[src/rtl/wb_arb_pkg.sv]
// Shared types and constants for the two-master Wishbone arbiter.
package wb_arb_pkg;

  // Encoding doubles as the one-hot grant vector.
  typedef enum logic [1:0] {
    IDLE = 2'b00,
    GNT0 = 2'b01,
    GNT1 = 2'b10
  } arb_state_t;

  localparam logic [2:0] CTI_CLASSIC = 3'b000;
  localparam logic [2:0] CTI_CONST   = 3'b001;
  localparam logic [2:0] CTI_INCR    = 3'b010;
  localparam logic [2:0] CTI_END     = 3'b111;

endpackage

[src/rtl/wshb_if.sv]
// Wishbone B4 bus bundle; the master modport drives the request side.
interface wshb_if #(
  parameter int AW = 32,
  parameter int DW = 32
);
  logic            cyc;
  logic            stb;
  logic            we;
  logic [AW-1:0]   adr;
  logic [DW-1:0]   dat_ms;
  logic [DW-1:0]   dat_sm;
  logic [DW/8-1:0] sel;
  logic [2:0]      cti;
  logic [1:0]      bte;
  logic            ack;
  logic            err;
  logic            rty;

  modport master (output cyc, stb, we, adr, dat_ms, sel, cti, bte,
                  input  dat_sm, ack, err, rty);
  modport slave  (input  cyc, stb, we, adr, dat_ms, sel, cti, bte,
                  output dat_sm, ack, err, rty);
endinterface

[src/rtl/wb_arbiter2_rr_arb2.sv]
// Two-way round-robin decision with the last-served pointer register.
module rr_arb2
  import wb_arb_pkg::*;
#(
  parameter bit FIRST_PRIO = 1'b0
) (
  input  logic       clk,
  input  logic       rst_n,
  input  logic [1:0] req,
  input  logic       upd,
  input  logic       upd_idx,
  output logic       winner
);

  logic last_r;

  // Last-served pointer; reset value makes FIRST_PRIO win the first tie.
  always_ff @(posedge clk or negedge rst_n) begin
    if (!rst_n) begin
      last_r <= ~FIRST_PRIO;
    end else if (upd) begin
      last_r <= upd_idx;
    end else begin
      last_r <= last_r;
    end
  end

  // Winner selection: a lone requester wins, a tie goes to the one not served last.
  always_comb begin
    winner = ~last_r;
    case (req)
      2'b01:   winner = 1'b0;
      2'b10:   winner = 1'b1;
      2'b11:   winner = ~last_r;
      default: winner = ~last_r;
    endcase
  end

endmodule

[src/rtl/wb_arbiter2.sv]
// Two-master, one-slave Wishbone arbiter granting whole cyc-bounded cycles
// with round-robin fairness and per-master ack counters.
module wb_arbiter2
  import wb_arb_pkg::*;
#(
  parameter int CNT_WIDTH  = 16,
  parameter int FIRST_PRIO = 0
) (
  input  logic                 clk,
  input  logic                 rst_n,
  wshb_if.slave                wb_m0,
  wshb_if.slave                wb_m1,
  wshb_if.master               wb_s,
  output logic [1:0]           grant,
  output logic [CNT_WIDTH-1:0] ack_cnt0,
  output logic [CNT_WIDTH-1:0] ack_cnt1
);

  arb_state_t state_r;
  arb_state_t state_nxt;
  logic       winner_s;
  logic       upd_s;
  logic       upd_idx_s;
  logic       ack0_s, err0_s, rty0_s;
  logic       ack1_s, err1_s, rty1_s;

  rr_arb2 #(.FIRST_PRIO(FIRST_PRIO == 1)) u_rr (
    .clk     (clk),
    .rst_n   (rst_n),
    .req     ({wb_m1.cyc, wb_m0.cyc}),
    .upd     (upd_s),
    .upd_idx (upd_idx_s),
    .winner  (winner_s)
  );

  // Release is seen the edge the owner's cyc is low; that edge records it as last served.
  always_comb begin
    upd_s     = 1'b0;
    upd_idx_s = 1'b0;
    case (state_r)
      GNT0: begin
        upd_s     = ~wb_m0.cyc;
        upd_idx_s = 1'b0;
      end
      GNT1: begin
        upd_s     = ~wb_m1.cyc;
        upd_idx_s = 1'b1;
      end
      default: begin
        upd_s     = 1'b0;
        upd_idx_s = 1'b0;
      end
    endcase
  end

  // Next-state: hold while the owner keeps cyc, hand over directly if the other waits.
  always_comb begin
    state_nxt = state_r;
    case (state_r)
      IDLE: begin
        if (wb_m0.cyc || wb_m1.cyc) begin
          state_nxt = winner_s ? GNT1 : GNT0;
        end else begin
          state_nxt = IDLE;
        end
      end
      GNT0: begin
        if (wb_m0.cyc) begin
          state_nxt = GNT0;
        end else begin
          state_nxt = wb_m1.cyc ? GNT1 : IDLE;
        end
      end
      GNT1: begin
        if (wb_m1.cyc) begin
          state_nxt = GNT1;
        end else begin
          state_nxt = wb_m0.cyc ? GNT0 : IDLE;
        end
      end
      default: state_nxt = IDLE;
    endcase
  end

  // Grant state register.
  always_ff @(posedge clk or negedge rst_n) begin
    if (!rst_n) begin
      state_r <= IDLE;
    end else begin
      state_r <= state_nxt;
    end
  end

  assign grant = state_r;

  // Bus routing from the registered grant; everything is quiet when idle.
  always_comb begin
    wb_s.cyc    = 1'b0;
    wb_s.stb    = 1'b0;
    wb_s.we     = 1'b0;
    wb_s.adr    = '0;
    wb_s.dat_ms = '0;
    wb_s.sel    = '0;
    wb_s.cti    = CTI_CLASSIC;
    wb_s.bte    = 2'b00;
    ack0_s = 1'b0; err0_s = 1'b0; rty0_s = 1'b0;
    ack1_s = 1'b0; err1_s = 1'b0; rty1_s = 1'b0;
    case (state_r)
      GNT0: begin
        wb_s.cyc    = wb_m0.cyc;
        wb_s.stb    = wb_m0.cyc & wb_m0.stb;
        wb_s.we     = wb_m0.we;
        wb_s.adr    = wb_m0.adr;
        wb_s.dat_ms = wb_m0.dat_ms;
        wb_s.sel    = wb_m0.sel;
        wb_s.cti    = wb_m0.cti;
        wb_s.bte    = wb_m0.bte;
        ack0_s = wb_s.ack; err0_s = wb_s.err; rty0_s = wb_s.rty;
      end
      GNT1: begin
        wb_s.cyc    = wb_m1.cyc;
        wb_s.stb    = wb_m1.cyc & wb_m1.stb;
        wb_s.we     = wb_m1.we;
        wb_s.adr    = wb_m1.adr;
        wb_s.dat_ms = wb_m1.dat_ms;
        wb_s.sel    = wb_m1.sel;
        wb_s.cti    = wb_m1.cti;
        wb_s.bte    = wb_m1.bte;
        ack1_s = wb_s.ack; err1_s = wb_s.err; rty1_s = wb_s.rty;
      end
      default: begin
        wb_s.cyc = 1'b0;
      end
    endcase
  end

  assign wb_m0.ack    = ack0_s;
  assign wb_m0.err    = err0_s;
  assign wb_m0.rty    = rty0_s;
  assign wb_m0.dat_sm = wb_s.dat_sm;
  assign wb_m1.ack    = ack1_s;
  assign wb_m1.err    = err1_s;
  assign wb_m1.rty    = rty1_s;
  assign wb_m1.dat_sm = wb_s.dat_sm;

  // Delivered-ack counters, wrapping modulo 2^CNT_WIDTH.
  always_ff @(posedge clk or negedge rst_n) begin
    if (!rst_n) begin
      ack_cnt0 <= '0;
      ack_cnt1 <= '0;
    end else begin
      if (ack0_s) ack_cnt0 <= ack_cnt0 + {{(CNT_WIDTH-1){1'b0}}, 1'b1};
      else        ack_cnt0 <= ack_cnt0;
      if (ack1_s) ack_cnt1 <= ack_cnt1 + {{(CNT_WIDTH-1){1'b0}}, 1'b1};
      else        ack_cnt1 <= ack_cnt1;
    end
  end

endmodule

[src/flat_wrapper.sv]
// flat-port wrapper written by rule: the top's interface ports become plain ports
module wb_arbiter2_flat import wb_arb_pkg::*;
#(
  parameter int CNT_WIDTH  = 16,
  parameter int FIRST_PRIO = 0
)
  (clk, rst_n, grant, ack_cnt0, ack_cnt1, wb_m0_cyc, wb_m0_stb, wb_m0_we, wb_m0_adr, wb_m0_dat_ms, wb_m0_sel, wb_m0_cti, wb_m0_bte, wb_m0_dat_sm, wb_m0_ack, wb_m0_err, wb_m0_rty, wb_m1_cyc, wb_m1_stb, wb_m1_we, wb_m1_adr, wb_m1_dat_ms, wb_m1_sel, wb_m1_cti, wb_m1_bte, wb_m1_dat_sm, wb_m1_ack, wb_m1_err, wb_m1_rty, wb_s_cyc, wb_s_stb, wb_s_we, wb_s_adr, wb_s_dat_ms, wb_s_sel, wb_s_cti, wb_s_bte, wb_s_dat_sm, wb_s_ack, wb_s_err, wb_s_rty);
  wshb_if wb_m0_i ();
  wshb_if wb_m1_i ();
  wshb_if wb_s_i ();
  input  logic clk;
  input  logic rst_n;
  output logic [1:0] grant;
  output logic [CNT_WIDTH-1:0] ack_cnt0;
  output logic [CNT_WIDTH-1:0] ack_cnt1;
  input wire logic [$bits(wb_m0_i.cyc)-1:0] wb_m0_cyc;
  input wire logic [$bits(wb_m0_i.stb)-1:0] wb_m0_stb;
  input wire logic [$bits(wb_m0_i.we)-1:0] wb_m0_we;
  input wire logic [$bits(wb_m0_i.adr)-1:0] wb_m0_adr;
  input wire logic [$bits(wb_m0_i.dat_ms)-1:0] wb_m0_dat_ms;
  input wire logic [$bits(wb_m0_i.sel)-1:0] wb_m0_sel;
  input wire logic [$bits(wb_m0_i.cti)-1:0] wb_m0_cti;
  input wire logic [$bits(wb_m0_i.bte)-1:0] wb_m0_bte;
  output wire logic [$bits(wb_m0_i.dat_sm)-1:0] wb_m0_dat_sm;
  output wire logic [$bits(wb_m0_i.ack)-1:0] wb_m0_ack;
  output wire logic [$bits(wb_m0_i.err)-1:0] wb_m0_err;
  output wire logic [$bits(wb_m0_i.rty)-1:0] wb_m0_rty;
  input wire logic [$bits(wb_m1_i.cyc)-1:0] wb_m1_cyc;
  input wire logic [$bits(wb_m1_i.stb)-1:0] wb_m1_stb;
  input wire logic [$bits(wb_m1_i.we)-1:0] wb_m1_we;
  input wire logic [$bits(wb_m1_i.adr)-1:0] wb_m1_adr;
  input wire logic [$bits(wb_m1_i.dat_ms)-1:0] wb_m1_dat_ms;
  input wire logic [$bits(wb_m1_i.sel)-1:0] wb_m1_sel;
  input wire logic [$bits(wb_m1_i.cti)-1:0] wb_m1_cti;
  input wire logic [$bits(wb_m1_i.bte)-1:0] wb_m1_bte;
  output wire logic [$bits(wb_m1_i.dat_sm)-1:0] wb_m1_dat_sm;
  output wire logic [$bits(wb_m1_i.ack)-1:0] wb_m1_ack;
  output wire logic [$bits(wb_m1_i.err)-1:0] wb_m1_err;
  output wire logic [$bits(wb_m1_i.rty)-1:0] wb_m1_rty;
  output wire logic [$bits(wb_s_i.cyc)-1:0] wb_s_cyc;
  output wire logic [$bits(wb_s_i.stb)-1:0] wb_s_stb;
  output wire logic [$bits(wb_s_i.we)-1:0] wb_s_we;
  output wire logic [$bits(wb_s_i.adr)-1:0] wb_s_adr;
  output wire logic [$bits(wb_s_i.dat_ms)-1:0] wb_s_dat_ms;
  output wire logic [$bits(wb_s_i.sel)-1:0] wb_s_sel;
  output wire logic [$bits(wb_s_i.cti)-1:0] wb_s_cti;
  output wire logic [$bits(wb_s_i.bte)-1:0] wb_s_bte;
  input wire logic [$bits(wb_s_i.dat_sm)-1:0] wb_s_dat_sm;
  input wire logic [$bits(wb_s_i.ack)-1:0] wb_s_ack;
  input wire logic [$bits(wb_s_i.err)-1:0] wb_s_err;
  input wire logic [$bits(wb_s_i.rty)-1:0] wb_s_rty;
  assign wb_m0_i.cyc = wb_m0_cyc;
  assign wb_m0_i.stb = wb_m0_stb;
  assign wb_m0_i.we = wb_m0_we;
  assign wb_m0_i.adr = wb_m0_adr;
  assign wb_m0_i.dat_ms = wb_m0_dat_ms;
  assign wb_m0_i.sel = wb_m0_sel;
  assign wb_m0_i.cti = wb_m0_cti;
  assign wb_m0_i.bte = wb_m0_bte;
  assign wb_m0_dat_sm = wb_m0_i.dat_sm;
  assign wb_m0_ack = wb_m0_i.ack;
  assign wb_m0_err = wb_m0_i.err;
  assign wb_m0_rty = wb_m0_i.rty;
  assign wb_m1_i.cyc = wb_m1_cyc;
  assign wb_m1_i.stb = wb_m1_stb;
  assign wb_m1_i.we = wb_m1_we;
  assign wb_m1_i.adr = wb_m1_adr;
  assign wb_m1_i.dat_ms = wb_m1_dat_ms;
  assign wb_m1_i.sel = wb_m1_sel;
  assign wb_m1_i.cti = wb_m1_cti;
  assign wb_m1_i.bte = wb_m1_bte;
  assign wb_m1_dat_sm = wb_m1_i.dat_sm;
  assign wb_m1_ack = wb_m1_i.ack;
  assign wb_m1_err = wb_m1_i.err;
  assign wb_m1_rty = wb_m1_i.rty;
  assign wb_s_cyc = wb_s_i.cyc;
  assign wb_s_stb = wb_s_i.stb;
  assign wb_s_we = wb_s_i.we;
  assign wb_s_adr = wb_s_i.adr;
  assign wb_s_dat_ms = wb_s_i.dat_ms;
  assign wb_s_sel = wb_s_i.sel;
  assign wb_s_cti = wb_s_i.cti;
  assign wb_s_bte = wb_s_i.bte;
  assign wb_s_i.dat_sm = wb_s_dat_sm;
  assign wb_s_i.ack = wb_s_ack;
  assign wb_s_i.err = wb_s_err;
  assign wb_s_i.rty = wb_s_rty;
  wb_arbiter2 #(.CNT_WIDTH(CNT_WIDTH), .FIRST_PRIO(FIRST_PRIO)) u_core (.clk(clk), .rst_n(rst_n), .wb_m0(wb_m0_i), .wb_m1(wb_m1_i), .wb_s(wb_s_i), .grant(grant), .ack_cnt0(ack_cnt0), .ack_cnt1(ack_cnt1));
endmodule
[config.mk]
export PLATFORM = sky130hd
export DESIGN_NAME = wb_arbiter2_flat
export DESIGN_NICKNAME = d
export VERILOG_FILES = /design/src/rtl/wb_arb_pkg.sv /design/src/rtl/wshb_if.sv /design/src/rtl/wb_arbiter2_rr_arb2.sv /design/src/rtl/wb_arbiter2.sv /design/src/flat_wrapper.sv
export SDC_FILE = /design/constraint.sdc
export NUM_CORES = 1
export LEC_CHECK = 0
export CELL_PAD_IN_SITES_DETAIL_PLACEMENT = 1
export CELL_PAD_IN_SITES_GLOBAL_PLACEMENT = 1
export CORE_AREA = 2 2 144 146
export CTS_CLUSTER_SIZE = 14
export DETAILED_ROUTE_END_ITERATION = 7
export DIE_AREA = 0 0 146 148
export PLACE_DENSITY = 0.79
export SYNTH_ARGS = -nofsm -noshare
export SYNTH_HDL_FRONTEND = slang
export SYNTH_SLANG_ARGS = --single-unit
[constraint.sdc]
create_clock -name clk -period 2.7 [get_ports clk]
set_input_delay 0.405 -clock clk [delete_from_list [all_inputs] [get_ports clk]]
set_output_delay 0.405 -clock clk [all_outputs]
set_load 0.02 [all_outputs]
==> qor.yml, run 1 <==
worst_setup_path:
  required_ns: 2.30
  worstSetupPathType: "flop to output pin"
  cp_max_fo: 8
  critical_path_buf_inv_count: 2
  end_kind: "output pin"
  arrival_ns: 2.19
  slowest_stage: "clkdlybuf4s50_1"
  startpoint_type: "flop"
  worst_path_dominant_cell_family: "buffers and inverters"
  crit_chain: "inv_1 > ha_1 > and2_1 > clkdlybuf4s50_1"
  max_stage_delay_ns: 0.65
synth:
  async_reset_ff_share_pct: 100
  synth_edf_count: 0
  post-synth-top-count-cell: "nor2_1"
  synthTopCellsByArea: "dfrtp_1, a22oi_1, buf_4, nor2_1, xnor2_1"
  synth_top_flop_cell: "dfrtp_1"
  synth_common_cells: "nor2_1, a22oi_1, buf_4"
  yosysTopAreaCellShare_pct: 27.0
  synth_area_mm2: 0.00316
  yosysWarnings: 0
  yosysTopAreaCell: "dfrtp_1"
  synth_seq_cells: 35
  ys_types: 29
  synth_area_per_cell_um2: 8.09
  postSynthCellCount: 390
  ys_seq_area_share_pct: 27.8
  syn-num-nets: 590
routing:
  drt_iter0_drc: 92
  wl_per_cell_um: 17.4
  drtAntennaViolNets: 0
  drtPass1Iterations: 5
  drt_wl_total_um: 14900
  viasPerCell: 4.22
  drc: 0
  vias: 3619
pwr:
  ir_drop_mv: 0.322
  leakage_nw: 3.07
  power-per-cell-area_mw_per_mm2: 791
sta:
  totalNegativeSetupSlack_ns: 0
  rsz0062_at_grt: "yes"
  worstMarginPinSlew_ns: 0.455
  maxSlewViolCount: 0
  slew_headroom_pct: 69.7
  timing.fmax_mhz: 385
  setup-violations-final: 0
  timing.hold.ws_ns: 0.465
  period_minus_slack_ns: 2.60
  fin_skew_ns: 0.00658
  hold_viol_final: 0
  fin_crit_sh_pct: 96.3
placement:
  placed_cell_area_mm2: 0.00573
  gp_congestion: 0.724
  dp_hpwl_um: 11900
  port_buffers: 272
floorplan:
  die-area_mm2: 0.0216
  core_area_mm2: 0.0200
  dieHeight_um: 148
  start_util_pct: 15.7
  die_x_um: 146
  pin_count: 369
  rows: 52
cts:
  clk_latency_ns: 0.28
  cts_num_sinks: 35
  cts_buffers: 5
  clkTransAtPathRegs_ns: 0.05
  htree_num_levels: 2
  clockBufferDepth: 2
  hold_buffers: 0
  cts_tree: "yes"
  root_buffer: "clkbuf_16"
cells_and_area:
  fin_nets: 789
  fin_area_mm2: 0.00600
  diodes: 0
  area_growth_pct: 90.0
  drive_above_1_share_pct: 4.93
  fin_util_pct: 29.9
  fill_cells: 2380
global_routing:
  track_usage_pct: 13.1
  grt_pass1_wl_um: 22500
  grt_start_max_net_pins: 54
  overflow: 0
  grt_pass1_vias: 3946
  antenna_found_initial: 0
outcome:
  outcome: "complete, no violations"
min_path:
  worstHoldPathType: "flop to flop"
job:
  maxCapViolCount: 0
-- per-layer routing --
layer | up-vias | GRT usage, % | wire length, µm
li1 | 1689 | - | -
met1 | 1727 | 15.6 | 5860
met2 | 192 | 24.0 | 7770
met3 | 11 | 3.83 | 1180
met4 | 0 | 1.70 | 98
met5 | - | 0 | 0
-- sequential cells by signal, summed over array words and instances, names as in the netlist --
register            count
u_core.ack_cnt0        16
u_core.ack_cnt1        16
u_core.grant            2
u_core.u_rr.last_r      1
-- cell usage in the layout, fill, tap and decap left out, drive strengths merged --
cell and count:
buf 12, dfstp 1, nand3 6, and3 8
xor2 12, nand4 9, o31ai 1, a21o 1
nor2 82, nand2 11, bufbuf 2, a222oi 2
inv 6, a22oi 76, clkbuf 6, dfrtp 34
nor2b 1, and4 4, ha 11, dlymetal6s2s 37
clkdlybuf4s50 201, a21oi 2, nor3 3, o21ai 1
xnor2 18, dlygate4sd2 32, and2 7, mux2 2
-- area by class of cell --
cell class / count / area, µm² / area share [%]
multi-input combinational: 257 / 1670 / 27.9
timing repair buffer: 284 / 2960 / 49.3
tap: 270 / 338 / 5.63
inverter: 6 / 25.0 / 0.417
clock buffer: 6 / 129 / 2.15
sequential: 35 / 878 / 14.6
-- cells by family (layout without fill, tap and decap cells) --
logic type / Yosys count / in the layout / share of synthesized area (%)
AO/OA/AOI/OAI: 83 / 83 / 19.7
flip-flops: 35 / 35 / 27.8
XOR/XNOR: 30 / 30 / 8.33
buffers and inverters: 98 / 296 / 19.7
multiplexers: 2 / 2 / 0.714
AND/OR/NAND/NOR: 131 / 131 / 19.4
adder cells (fa/ha/maj): 11 / 11 / 4.36
-- worst paths after layout --
check,startpoint,end,slack (ns),cells after the start
worst max register to register,u_core.grant[0],u_core.ack_cnt1[14],0.76,6
max in group asynchronous,rst_n,u_core.u_rr.last_r,1.79,2
worst min register to register,u_core.ack_cnt0[15],u_core.ack_cnt0[15],0.46,1
min in group asynchronous,rst_n,u_core.ack_cnt0[8],0.56,2
worst min-delay path,u_core.ack_cnt0[15],u_core.ack_cnt0[15],0.46,1
worst max-delay path,u_core.grant[0],wb_m1_ack,0.10,4
-- report_power, final --
group / switching (W) / internal, W / leakage, nW / total, W
Sequential: 0.000103 / 0.000613 / 0.468 / 0.000717
Combinational: 0.00197 / 0.00153 / 2.54 / 0.00350
Clock: 0.000194 / 0.000331 / 0.0628 / 0.000525
Total: 0.00226 / 0.00248 / 3.07 / 0.00474
-- worst register-to-register path: stages (launching register included) --
cell and delay [ns]:
dfrtp_2 0.44, inv_1 0.12, ha_1 0.38, and3_1 0.27, and3_1 0.31, nand4_1 0.16, xnor2_1 0.15
-- per-stage QoR --
step | total power (W) | cells | setup slack, ns
6_report | 0.00474 | 858 | 0.101
5_1_grt | 0.00509 | 858 | -0.0403
4_1_cts | 0.00489 | 858 | 0.00648
3_5_place_dp | 0.00422 | 849 | 0.203
3_3_place_gp | 0.00419 | 849 | 0.260
2_1_floorplan | 0.00262 | 390 | 0.568
-- repair_timing --
item | 4_1_cts | 5_1_grt
hold endpoints to repair | 0 | 0
endpoints found under the setup margin | 59 | 38
gates resized for setup | 35 | 37
cloned | 2 | 0
setup buffers | 1 | 0
Power figures use the tool's default switching activity.
==> run 2, diff against run 1 <==
Settings changed: ABC_CLOCK_PERIOD_IN_PS set to 2700, CAP_MARGIN set to 15.
==> results of run 2 <==
No change in the layout: final DEF, timing and power equal those of run 1.
